**src/rtl/audio_pkg.sv**
```systemverilog
// Shared audio-path definitions: sample width, ADC frame layout, sampler states.
package audio_pkg;

  localparam int unsigned SAMPLE_W       = 12;
  localparam int unsigned ADC_FRAME_BITS = 16;
  localparam int unsigned ADC_LEAD_ZEROS = 4;

  typedef enum logic [1:0] {
    IDLE  = 2'd0,
    SHIFT = 2'd1,
    QUIET = 2'd2
  } adc_state_e;

  // Offset-binary ADC code to two's complement (subtract mid-scale).
  function automatic logic [SAMPLE_W-1:0] offset_to_twos(input logic [SAMPLE_W-1:0] raw);
    return {~raw[SAMPLE_W-1], raw[SAMPLE_W-2:0]};
  endfunction

endpackage

```
**src/rtl/rise_detect.sv**
```systemverilog
// Registered rising-edge detector for strobes synchronous to clock_in.
module rise_detect #(
  parameter logic RESET_VAL = 1'b0
) (
  input  logic clock_in,
  input  logic reset,
  input  logic d,
  output logic rise_c
);

  logic d_q;

  // Previous-cycle copy of d; RESET_VAL suppresses a false edge at reset release.
  always_ff @(posedge clock_in) begin
    if (reset) d_q <= RESET_VAL;
    else       d_q <= d;
  end

  assign rise_c = d & ~d_q;

endmodule

```
**src/rtl/mic_adc_sampler.sv**
```systemverilog
// One SPI conversion of a 12-bit serial ADC per sample_clk rising edge.
module mic_adc_sampler
  import audio_pkg::*;
#(
  parameter int unsigned SCLK_DIV     = 4,
  parameter int unsigned QUIET_CYCLES = 8
) (
  input  logic                clock_in,
  input  logic                reset,
  input  logic                sample_clk,
  input  logic                adc_sdata,
  output logic                adc_cs_n,
  output logic                adc_sclk,
  output logic [SAMPLE_W-1:0] sample,
  output logic                sample_valid,
  output logic                format_err,
  output logic                overrun
);

  localparam int unsigned CNT_W = 8;
  localparam int unsigned BIT_W = 5;

  adc_state_e                state;
  logic [CNT_W-1:0]          half_cnt;
  logic [CNT_W-1:0]          quiet_cnt;
  logic [BIT_W-1:0]          bit_cnt;
  logic [ADC_FRAME_BITS-1:0] shift_q;
  logic [ADC_FRAME_BITS-1:0] shift_next;
  logic                      rise_c;
  logic                      half_wrap;
  logic                      last_bit;
  logic                      quiet_done;

  rise_detect #(.RESET_VAL(1'b1)) u_rise (
    .clock_in (clock_in),
    .reset    (reset),
    .d        (sample_clk),
    .rise_c   (rise_c)
  );

  assign shift_next = {shift_q[ADC_FRAME_BITS-2:0], adc_sdata};
  assign half_wrap  = (half_cnt == CNT_W'(SCLK_DIV - 1));
  assign last_bit   = (bit_cnt == BIT_W'(ADC_FRAME_BITS - 1));
  assign quiet_done = (quiet_cnt == CNT_W'(QUIET_CYCLES - 1));

  // Frame sequencer: chip select, SCLK generation, capture and result strobes.
  always_ff @(posedge clock_in) begin
    if (reset) begin
      state        <= IDLE;
      adc_cs_n     <= 1'b1;
      adc_sclk     <= 1'b1;
      half_cnt     <= '0;
      quiet_cnt    <= '0;
      bit_cnt      <= '0;
      shift_q      <= '0;
      sample       <= '0;
      sample_valid <= 1'b0;
      format_err   <= 1'b0;
      overrun      <= 1'b0;
    end else begin
      sample_valid <= 1'b0;
      format_err   <= 1'b0;
      overrun      <= rise_c && (state != IDLE);
      case (state)
        IDLE: begin
          adc_cs_n <= 1'b1;
          adc_sclk <= 1'b1;
          if (rise_c) begin
            state    <= SHIFT;
            adc_cs_n <= 1'b0;
            half_cnt <= '0;
            bit_cnt  <= '0;
          end
        end
        SHIFT: begin
          if (half_wrap) begin
            half_cnt <= '0;
            adc_sclk <= ~adc_sclk;
            // sclk currently low: this toggle is a rising edge, so capture.
            if (!adc_sclk) begin
              shift_q <= shift_next;
              bit_cnt <= bit_cnt + BIT_W'(1);
              if (last_bit) begin
                state        <= QUIET;
                adc_cs_n     <= 1'b1;
                adc_sclk     <= 1'b1;
                quiet_cnt    <= '0;
                sample       <= offset_to_twos(shift_next[SAMPLE_W-1:0]);
                sample_valid <= 1'b1;
                format_err   <= |shift_next[ADC_FRAME_BITS-1 -: ADC_LEAD_ZEROS];
              end
            end
          end else begin
            half_cnt <= half_cnt + CNT_W'(1);
          end
        end
        QUIET: begin
          if (quiet_done) state <= IDLE;
          else            quiet_cnt <= quiet_cnt + CNT_W'(1);
        end
        default: begin
          state    <= IDLE;
          adc_cs_n <= 1'b1;
          adc_sclk <= 1'b1;
        end
      endcase
    end
  end

endmodule

```
**config.mk**
```make
export PLATFORM = sky130hd
export DESIGN_NAME = mic_adc_sampler
export DESIGN_NICKNAME = d
export VERILOG_FILES = /design/src/rtl/audio_pkg.sv /design/src/rtl/rise_detect.sv /design/src/rtl/mic_adc_sampler.sv
export SDC_FILE = /design/constraint.sdc
export NUM_CORES = 1
export LEC_CHECK = 0
export ABC_AREA = 1
export CAP_MARGIN = 10
export CORE_MARGIN = 3
export CORE_UTILIZATION = 61
export CTS_CLUSTER_DIAMETER = 100
export DETAILED_ROUTE_END_ITERATION = 6
export GPL_TIMING_DRIVEN = 0
export PLACE_DENSITY = 0.84
export REMOVE_ABC_BUFFERS = 1
export SLEW_MARGIN = 20
export SYNTH_ARGS = -nofsm -noshare
export SYNTH_HDL_FRONTEND = slang
export SYNTH_SLANG_ARGS = --single-unit
```
**constraint.sdc**
```tcl
create_clock -name clock_in -period 2.55 [get_ports clock_in]
set_input_delay 0.51 -clock clock_in [delete_from_list [all_inputs] [get_ports clock_in]]
set_output_delay 0.51 -clock clock_in [all_outputs]
set_load 0.1 [all_outputs]
```
### Word level (Yosys, flattened, before mapping)

Index checks and enable logic that the tools add are counted.

* bits in registers: 56
* output and inout port bits: 17

* add/sub/neg operators: 3
* equal/unequal tests: 11
* multiplexer cells: 28
* bitwise operators: 8
* reduce and logical (&&, ||, !) cells: 16

Operator list (number)
* $mux 8: 6
* $pmux 8 s2: 2
* $add 8x1->8 const B: 2
* $mux 5: 3
* $ne 2x2->1 const B: 6
* $reduce_and 4->1: 3
* $mux 2: 5
* $pmux 5 s2: 1
* $reduce_and 5->1: 2
* $eq 8x2->1 const B: 1
* $eq 8x3->1 const B: 1
* $mux 1: 8
* $reduce_or 4->1: 2
* $not 1->1: 7
* $pmux 2 s3: 1
* $reduce_bool 2->1: 3
* $add 5x1->5 const B: 1
* $eq 5x4->1 const B: 1
* $reduce_or 5->1: 1
* $reduce_and 2->1: 2
* $pmux 1 s3: 1
* $reduce_and 3->1: 1
* $eq 2x1->1 const B: 1
* $eq 2x2->1 const B: 1
* 4 further kinds: 4

### Logic depth before layout (Yosys ltp)

Gate-level depths: netlist of run 1.

* word-level depth: 5
* depth in mapped cells: 9

### Hierarchy

Synthesis of run 1 repeated with hierarchy kept, for this count alone.

* cells, all modules: 323
* area, all modules: 2492.4 µm²

By module, submodules not included
* mic_adc_sampler: times used 1, cells an instance 318, area an instance 2454.9 µm², seq. area each 1101.1 µm²
* rise_detect: times used 1, cells an instance 5, area an instance 37.5 µm², seq. area each 20.0 µm²

### Least setup slack after synthesis of run 1

Ideal clock, no wire load.

* path type: reg-to-reg
* from: reg adc_sclk
* to: reg shift_q[11]
* setup time: 71 ps
* arrival: 1872 ps
* required time: 2479 ps
* slack: 607 ps
* cell stages (with the launch flop): 6
* path buffers: 1
* clock period less this slack: 1943 ps
* path through: dfxtp_1 inv_1 nand3_4 clkbuf_1 nand2_1 a21oi_1

* cells in the longest elaborated chain, start to end: 2

Ends and longest elaborated chain
* start: declaration: line mic_adc_sampler.sv:13 `output logic adc_sclk,`
* start signal: assignment: line mic_adc_sampler.sv:78 `adc_sclk <= ~adc_sclk;`
* $not 1->1 (no line)
* $reduce_and 3->1 (no line)
* end signal: assignment: line mic_adc_sampler.sv:81 `shift_q <= shift_next;`
* end: declaration: line mic_adc_sampler.sv:27 `logic [ADC_FRAME_BITS-1:0] shift_q;`

Every way passes these cells.
A chain may end at the register's enable or synchronous reset.

### Worst setup path after layout of run 1

* from: reg adc_sclk
* to: out adc_sclk

No word-level cell between the ends.

==> metrics.md, run 1 <==
| Metric | Value |
|---|---|
| Outcome | complete, no violations |
| Ports | 21 |
| Pre-antenna DRT Iters | 4 |
| Critical path, cell by cell | clkdlybuf4s50_1 |
| Distinct cells, synth | 32 |
| Final #Nets | 340 |
| RSZ-0062 raised after global routing | false |
| Power Density | 552 nW/um^2 |
| Overall Global Routing Usage | a little over a fifth |
| Clock skew | between 0.004 and 0.005 ns |
| Multi-input gate area | between 1000 and 1500 sq um |
| Die ar. | between 4000 and 5000 sq um |
| Max Clk Rate | 423 MHz |
| Leakage power | between 1 and 1.5 nW |
| Via count of the first global-routing pass | between 1500 and 2000 |
| Synth top area share | 46.8% |
| Seq cells post-synth | 56 |
| First-pass GRT wire length | 7650 microns |
| DR WL/cell | roughly 11 microns |
| Num CTS Buffers | 5 |
| Sequential Power Share | roughly 60% |
| Cts hold-fix bufs | 0 |
| Main synth FF type | dfxtp_1 |
| Net Switching | ~360 uW |
| Worst setup EP type | output port |
| Core Rows | 22 |
| Worst EP arrival | between 1.5 and 2 ns |
| Die height | just under 70 microns |
| Syn Inst Count | between 300 and 400 |
| CTS tree | done |
| H-tree lvl count | 2 |
| Fraction of registers with async set/reset | 0% |
| Clock power frac | 32.0% |
| Synth warn | 0 |
| Die width | slightly below 70 microns |
| CP peak stage delay | 1.16 ns |
| Combinational power share | about 8.0% |
| Clk buf depth | 2 |
| Critical Path RT | 2.04 ns |
| Sw Ratio | between 20% and 30% |
| Antenna Cells | 0 |
| Largest net degree at the start of global routing | 28 |
| Fin crit period | about 2.4 ns |
| DP HPWL | around 3000 microns |
| Actual slew at the worst max-slew pin | roughly 1.0 ns |
| Final Setup Violations | 0 |
| Type of origin of the critical path | flip-flop |
| Yosys top cell by area | dfxtp_1 |
| Drt total wl | approximately 4400 microns |
| Final Hold Vio Count | 0 |
| CTS Root Cell | clkbuf_8 |
| Seq/Total Area, Yosys | about 47% |
| Post-synth EDFFs | 0 |
| P_int | 1.14 mW |
| Max transition margin | 32.4% |
| Global route total overflow | 0 |
| Core Box Area | 3720 sq um |
| Area Overhead vs Synth | 13.1% |
| Initial DRC count | 100 |
| Fin crit share | 92.8% |
| Register area | 1120 sq um |
| Postcts setup bufs | 0 |
| Layout cell share with drive strength beyond 1 | under 10% |
| Max VDD drop | just over 400 uV |
| WP buf/inv | 1 |
| Residual DRC count | 0 |
| Initial antenna violation count | 0 |
| Syn avg cell area | about 7.7 sq um |
| Routability Congestion | 0.791 |
| Total power | about 1.5 mW |
| Via-to-Cell Ratio | between 5 and 6 |
| CP max FO | 4 |
| Synthesized area | 2400 sq um |
| Clk sinks | 56 |
| Max Cap Viol | 0 |
| CP max stage cell | clkdlybuf4s50_1 |
| CP top delay family | buffers and inverters |
| Layout fillers | around 300 |
| Initial Utilization | roughly 64% |
| DR vias | around 2000 |
| CTS clock-pin slew for the worst setup and hold paths | around 0.09 ns |
| Hold_ws | ~0.42 ns |
| Final Max Slew Viols | 0 |
| Top post-synthesis cells by area | dfxtp_1, nand2_1, a21oi_1 |
| Port bufs | 20 |
| Kind of critical path | reg -> out |
| Hold Path Class | reg -> reg |
| Worst skew pair latency | 0.30 ns |
| Final ANT Viol Nets | 0 |
## flip-flops by register name, indices dropped and copies added (netlist names)
name / count
state: 2
sample: 12
sample_valid: 1
format_err: 1
adc_sclk: 1
u_rise.d_q: 1
shift_q: 15
adc_cs_n: 1
quiet_cnt: 8
overrun: 1
bit_cnt: 5
half_cnt: 8
## layout make-up
cell class | count | share of cell area, %
multi-input cells | 220 | 41.6
flip-flops and latches | 56 | 41.4
repair buffers | 20 | 7.48
inverters | 28 | 3.92
clock buffers | 6 | 3.05
well taps | 48 | 2.22
clock inverters | 2 | 0.369
## power by group through the flow
stage	combinational, mW	clock, mW	sequential, mW
2_1_floorplan	0.0671	0	0.937
3_3_place_gp	0.118	0	0.917
3_5_place_dp	0.119	0	0.918
4_1_cts	0.121	0.493	0.898
5_1_grt	0.136	0.531	0.900
6_report	0.120	0.478	0.898
## logic make-up after synthesis
group | count (synthesis) | synth area share (%)
DFF | 56 | 46.8
AOI/OAI and AO/OA | 62 | 13.9
xor gates and xnor gates | 5 | 1.83
buffers and inverters | 37 | 6.16
adders and majority gates | 5 | 2.61
and+or+nand+nor | 148 | 28.7
## stage by stage
step,std cells,instance area (sq um),utilization (%),setup TNS [ns],worst slack [ns]
finish,380,2710,72.9,0,0.183
global route,380,2710,72.9,0,0.125
CTS,380,2710,72.9,0,0.149
detailed placement,372,2610,70.3,-11.71,-0.599
global placement,372,2610,70.3,-12.49,-0.631
floorplan,304,2350,-,0,0.521
## cells in the mapped netlist, types with 2 or more instances
library cell,count
inv_2,2
o21bai_1,2
xor2_1,5
dfxtp_1,56
nand2_2,2
inv_1,25
ha_1,5
clkbuf_1,7
nor2_1,39
o21ai_1,2
nand2_1,58
nand3_2,2
nand4_1,6
nand3_1,30
nor3_1,2
o21ai_0,20
a21oi_1,35
## metal layers
metal	part of all wire (%)	global-route usage [%]
met3	2.9	5.19
met1	49	27.5
met2	47	34.1
met4	1.2	6.20
met5	0	0
## repair_timing
| action | 4_1_cts | 5_1_grt |
|---|---|---|
| endpoints found under the setup margin | 24 | 5 |
| resized for setup | 1 | 1 |
| pin swaps | 0 | 0 |
## path summary, 6_finish.rpt
kind                to         from  depth (start not counted)  slack [ns]
max           adc_sclk     adc_sclk                          1        0.18
min            overrun   u_rise.d_q                          1        0.42
max reg2reg  sample[3]  half_cnt[0]                          8        0.54
min reg2reg    overrun   u_rise.d_q                          1        0.42
## cells in the final DEF, fill, tap and decap left out, drive strengths merged
cell type / instances
a21oi: 36
clkbuf: 6
clkdlybuf4s50: 19
clkinv: 3
dfxtp: 56
dlymetal6s2s: 1
ha: 5
inv: 27
nand2: 60
nand3: 33
nand3b: 1
nand4: 7
nor2: 42
nor3: 2
nor4: 1
o211ai: 1
o21ai: 23
o21bai: 2
or2: 2
xor2: 5
Power figures use the tool's default switching activity.
==> run 2: changes to the inputs <==
CORE_UTILIZATION = 56   (was 61)
PLACE_DENSITY = 0.78   (was 0.84)
clock period = 2.3 ns   (was 2.55 ns; I/O delays follow)
==> run 2 against run 1 <==
Compared with the run above: non-clock buffer count is the same; critical endpoint is now sample[9]; register-to-register slack lost 0.25 ns; wire length increased by 5.1%; largest power group unchanged.
==> metrics.md, run 2 (synthesis gave the netlist of run 1 again) <==
| Metric | Value |
|---|---|
| Design area | ~2700 sq um |
| Residual DRC count | 0 |
| Area after DPL | 2620 sq um |
| RR Startpoint | half_cnt[0] |
| Fin crit share | a little over nine tenths |
| Port bufs | 20 |
| Max Clk Rate | about 440 MHz |
| WP buf/inv | 1 |
| H-tree lvl count | 2 |
| Final Max Slew Viols | 0 |
| Largest Register | shift_q |
| Min-Delay Endpoint | overrun |
| Worst skew pair latency | 0.31 ns |
| Global route total overflow | 0 |
| Min-delay src | u_rise.d_q |
| Drt total wl | about 4600 microns |
| Max reg flops | 15 |
| DR WL/cell | approximately 12 microns |
| Critical path, cell by cell | clkdlybuf4s50_1 |
| Final ANT Viol Nets | 0 |
| Hold Path Class | reg -> reg |
| CP peak stage delay | between 1 and 1.5 ns |
| CP max stage cell | clkdlybuf4s50_1 |
| Antenna Cells | 0 |
| Initial DRC count | 176 |
| Worst EP arrival | around 1.8 ns |
| Die ar. | 5100 sq um |
| Area Overhead vs Synth | 13.9% |
| CTS tree | done |
| Num CTS Buffers | 5 |
| CTS Root Cell | clkbuf_8 |
| Largest net degree at the start of global routing | 28 |
| Worst path depth | 1 |
| Clock skew | around 0.011 ns |
| Power Density | ~640 nW/um^2 |
| Die width | a little over 70 microns |
| Layout cell share with drive strength beyond 1 | 6.63% |
| Leakage power | a little over 1 nW |
| Postcts setup bufs | 0 |
| CP max FO | 2 |
| Max transition margin | a little over a third |
| Die height | between 70 and 80 microns |
| Routability Congestion | around 0.8 |
| Clk sinks | 56 |
| Outcome | complete, no violations |
| Reg2reg end | sample[3] |
| Commonest non-fill, non-tap cell in the layout | nand2_1 |
| Critical Path RT | ~1.8 ns |
| DR vias | around 2100 |
| Kind of critical path | reg -> out |
| Final #Nets | 340 |
| Max Cap Viol | 0 |
| Ports | 21 |
| Actual slew at the worst max-slew pin | about 0.97 ns |
| Via-to-Cell Ratio | 5.40 |
| Final Setup Violations | 0 |
| Core Box Area | a little over 4000 sq um |
| Core Rows | 23 |
| Final Hold Vio Count | 0 |
| Worst Hold Depth | 1 |
| CP top delay family | buffers and inverters |
| R2R cell count | 8 |
| DP HPWL | 3100 microns |
| RSZ-0062 raised after global routing | false |
| Via count of the first global-routing pass | between 1500 and 2000 |
| Fin crit period | 2.25 ns |
| Type of origin of the critical path | flip-flop |
| Hold_ws | approximately 0.43 ns |
| Clk buf depth | 2 |
| Largest registers | shift_q: 15 flops, sample: 12 flops |
| Most frequent cells in the layout | nand2_1, dfxtp_1, nor2_1, a21oi_1, nand3_1 |
| Worst reg2reg setup slack | ~0.29 ns |
| Initial Utilization | 59.1% |
| Worst setup EP type | output port |
| Overall Global Routing Usage | 19.9% |
| Initial antenna violation count | 0 |
| First-pass GRT wire length | roughly 8300 microns |
| Pre-antenna DRT Iters | 4 |
| CTS clock-pin slew for the worst setup and hold paths | about 0.1 ns |
| Max VDD drop | a little over 400 uV |
[run 2: cell types whose count changed in the layout (fill, tap and decap cells not counted), sizes merged]
cell | previous run | this run
dlymetal6s2s | 1 | 3
clkinv | 3 | 2
dlygate4sd2 | 0 | 2
bufinv | 0 | 1
clkdlybuf4s50 | 19 | 15
[run 2: through the flow]
step	power, mW	utilization, %	std cells	setup TNS (ns)	setup slack (ns)
2_1_floorplan	1.11	-	304	0	0.271
3_3_place_gp	1.15	64.5	374	-18.87	-0.886
3_5_place_dp	1.15	64.5	374	-18.23	-0.855
4_1_cts	1.78	67.1	382	0	0.0245
5_1_grt	1.82	67.3	382	0	0.00295
6_report	1.76	67.3	382	0	0.0508
[run 2: report_power, final]
group          switching [mW]  total (mW)  internal (mW)  leakage (nW)
Sequential             0.0118       0.995          0.984         0.452
Clock                   0.305       0.628          0.323        0.0552
Combinational          0.0974       0.132         0.0349         0.532
Total                   0.414        1.76           1.34          1.04
[run 2: cell type report]
type,instances,area [sq um]
multi-input combinational,220,1130
clock buffer,6,72.6
inverter,28,106
clock inverter,2,35.0
tap,50,62.6
fill,359,1330
sequential,56,1120
timing repair buffer,20,205
[run 2: per-layer routing]
layer / vias up / track usage, % / part of all wire (%)
li1: 1067 / - / -
met1: 950 / 24.9 / 45
met2: 38 / 32.4 / 49
met3: 7 / 5.61 / 4.1
met4: 0 / 7.93 / 1.5
met5: - / 0 / 0
[run 2: what timing repair did]
action | CTS | global route
endpoints found under the setup margin | 28 | 3
endpoints found under the hold margin | 0 | 0
resized for setup | 3 | 3
hold buffers | 0 | 0
[run 2: worst max-delay path by stage]
stage	from	endpoint	slack, ns
5_1_grt	sample[4]	sample[4]	0.003
4_1_cts	sample[11]	sample[11]	0.02
3_5_place_dp	reset	sample[6]	-0.85
6_report	sample[9]	sample[9]	0.05
2_1_floorplan	adc_sclk	sample[11]	0.27
3_3_place_gp	reset	sample[6]	-0.89
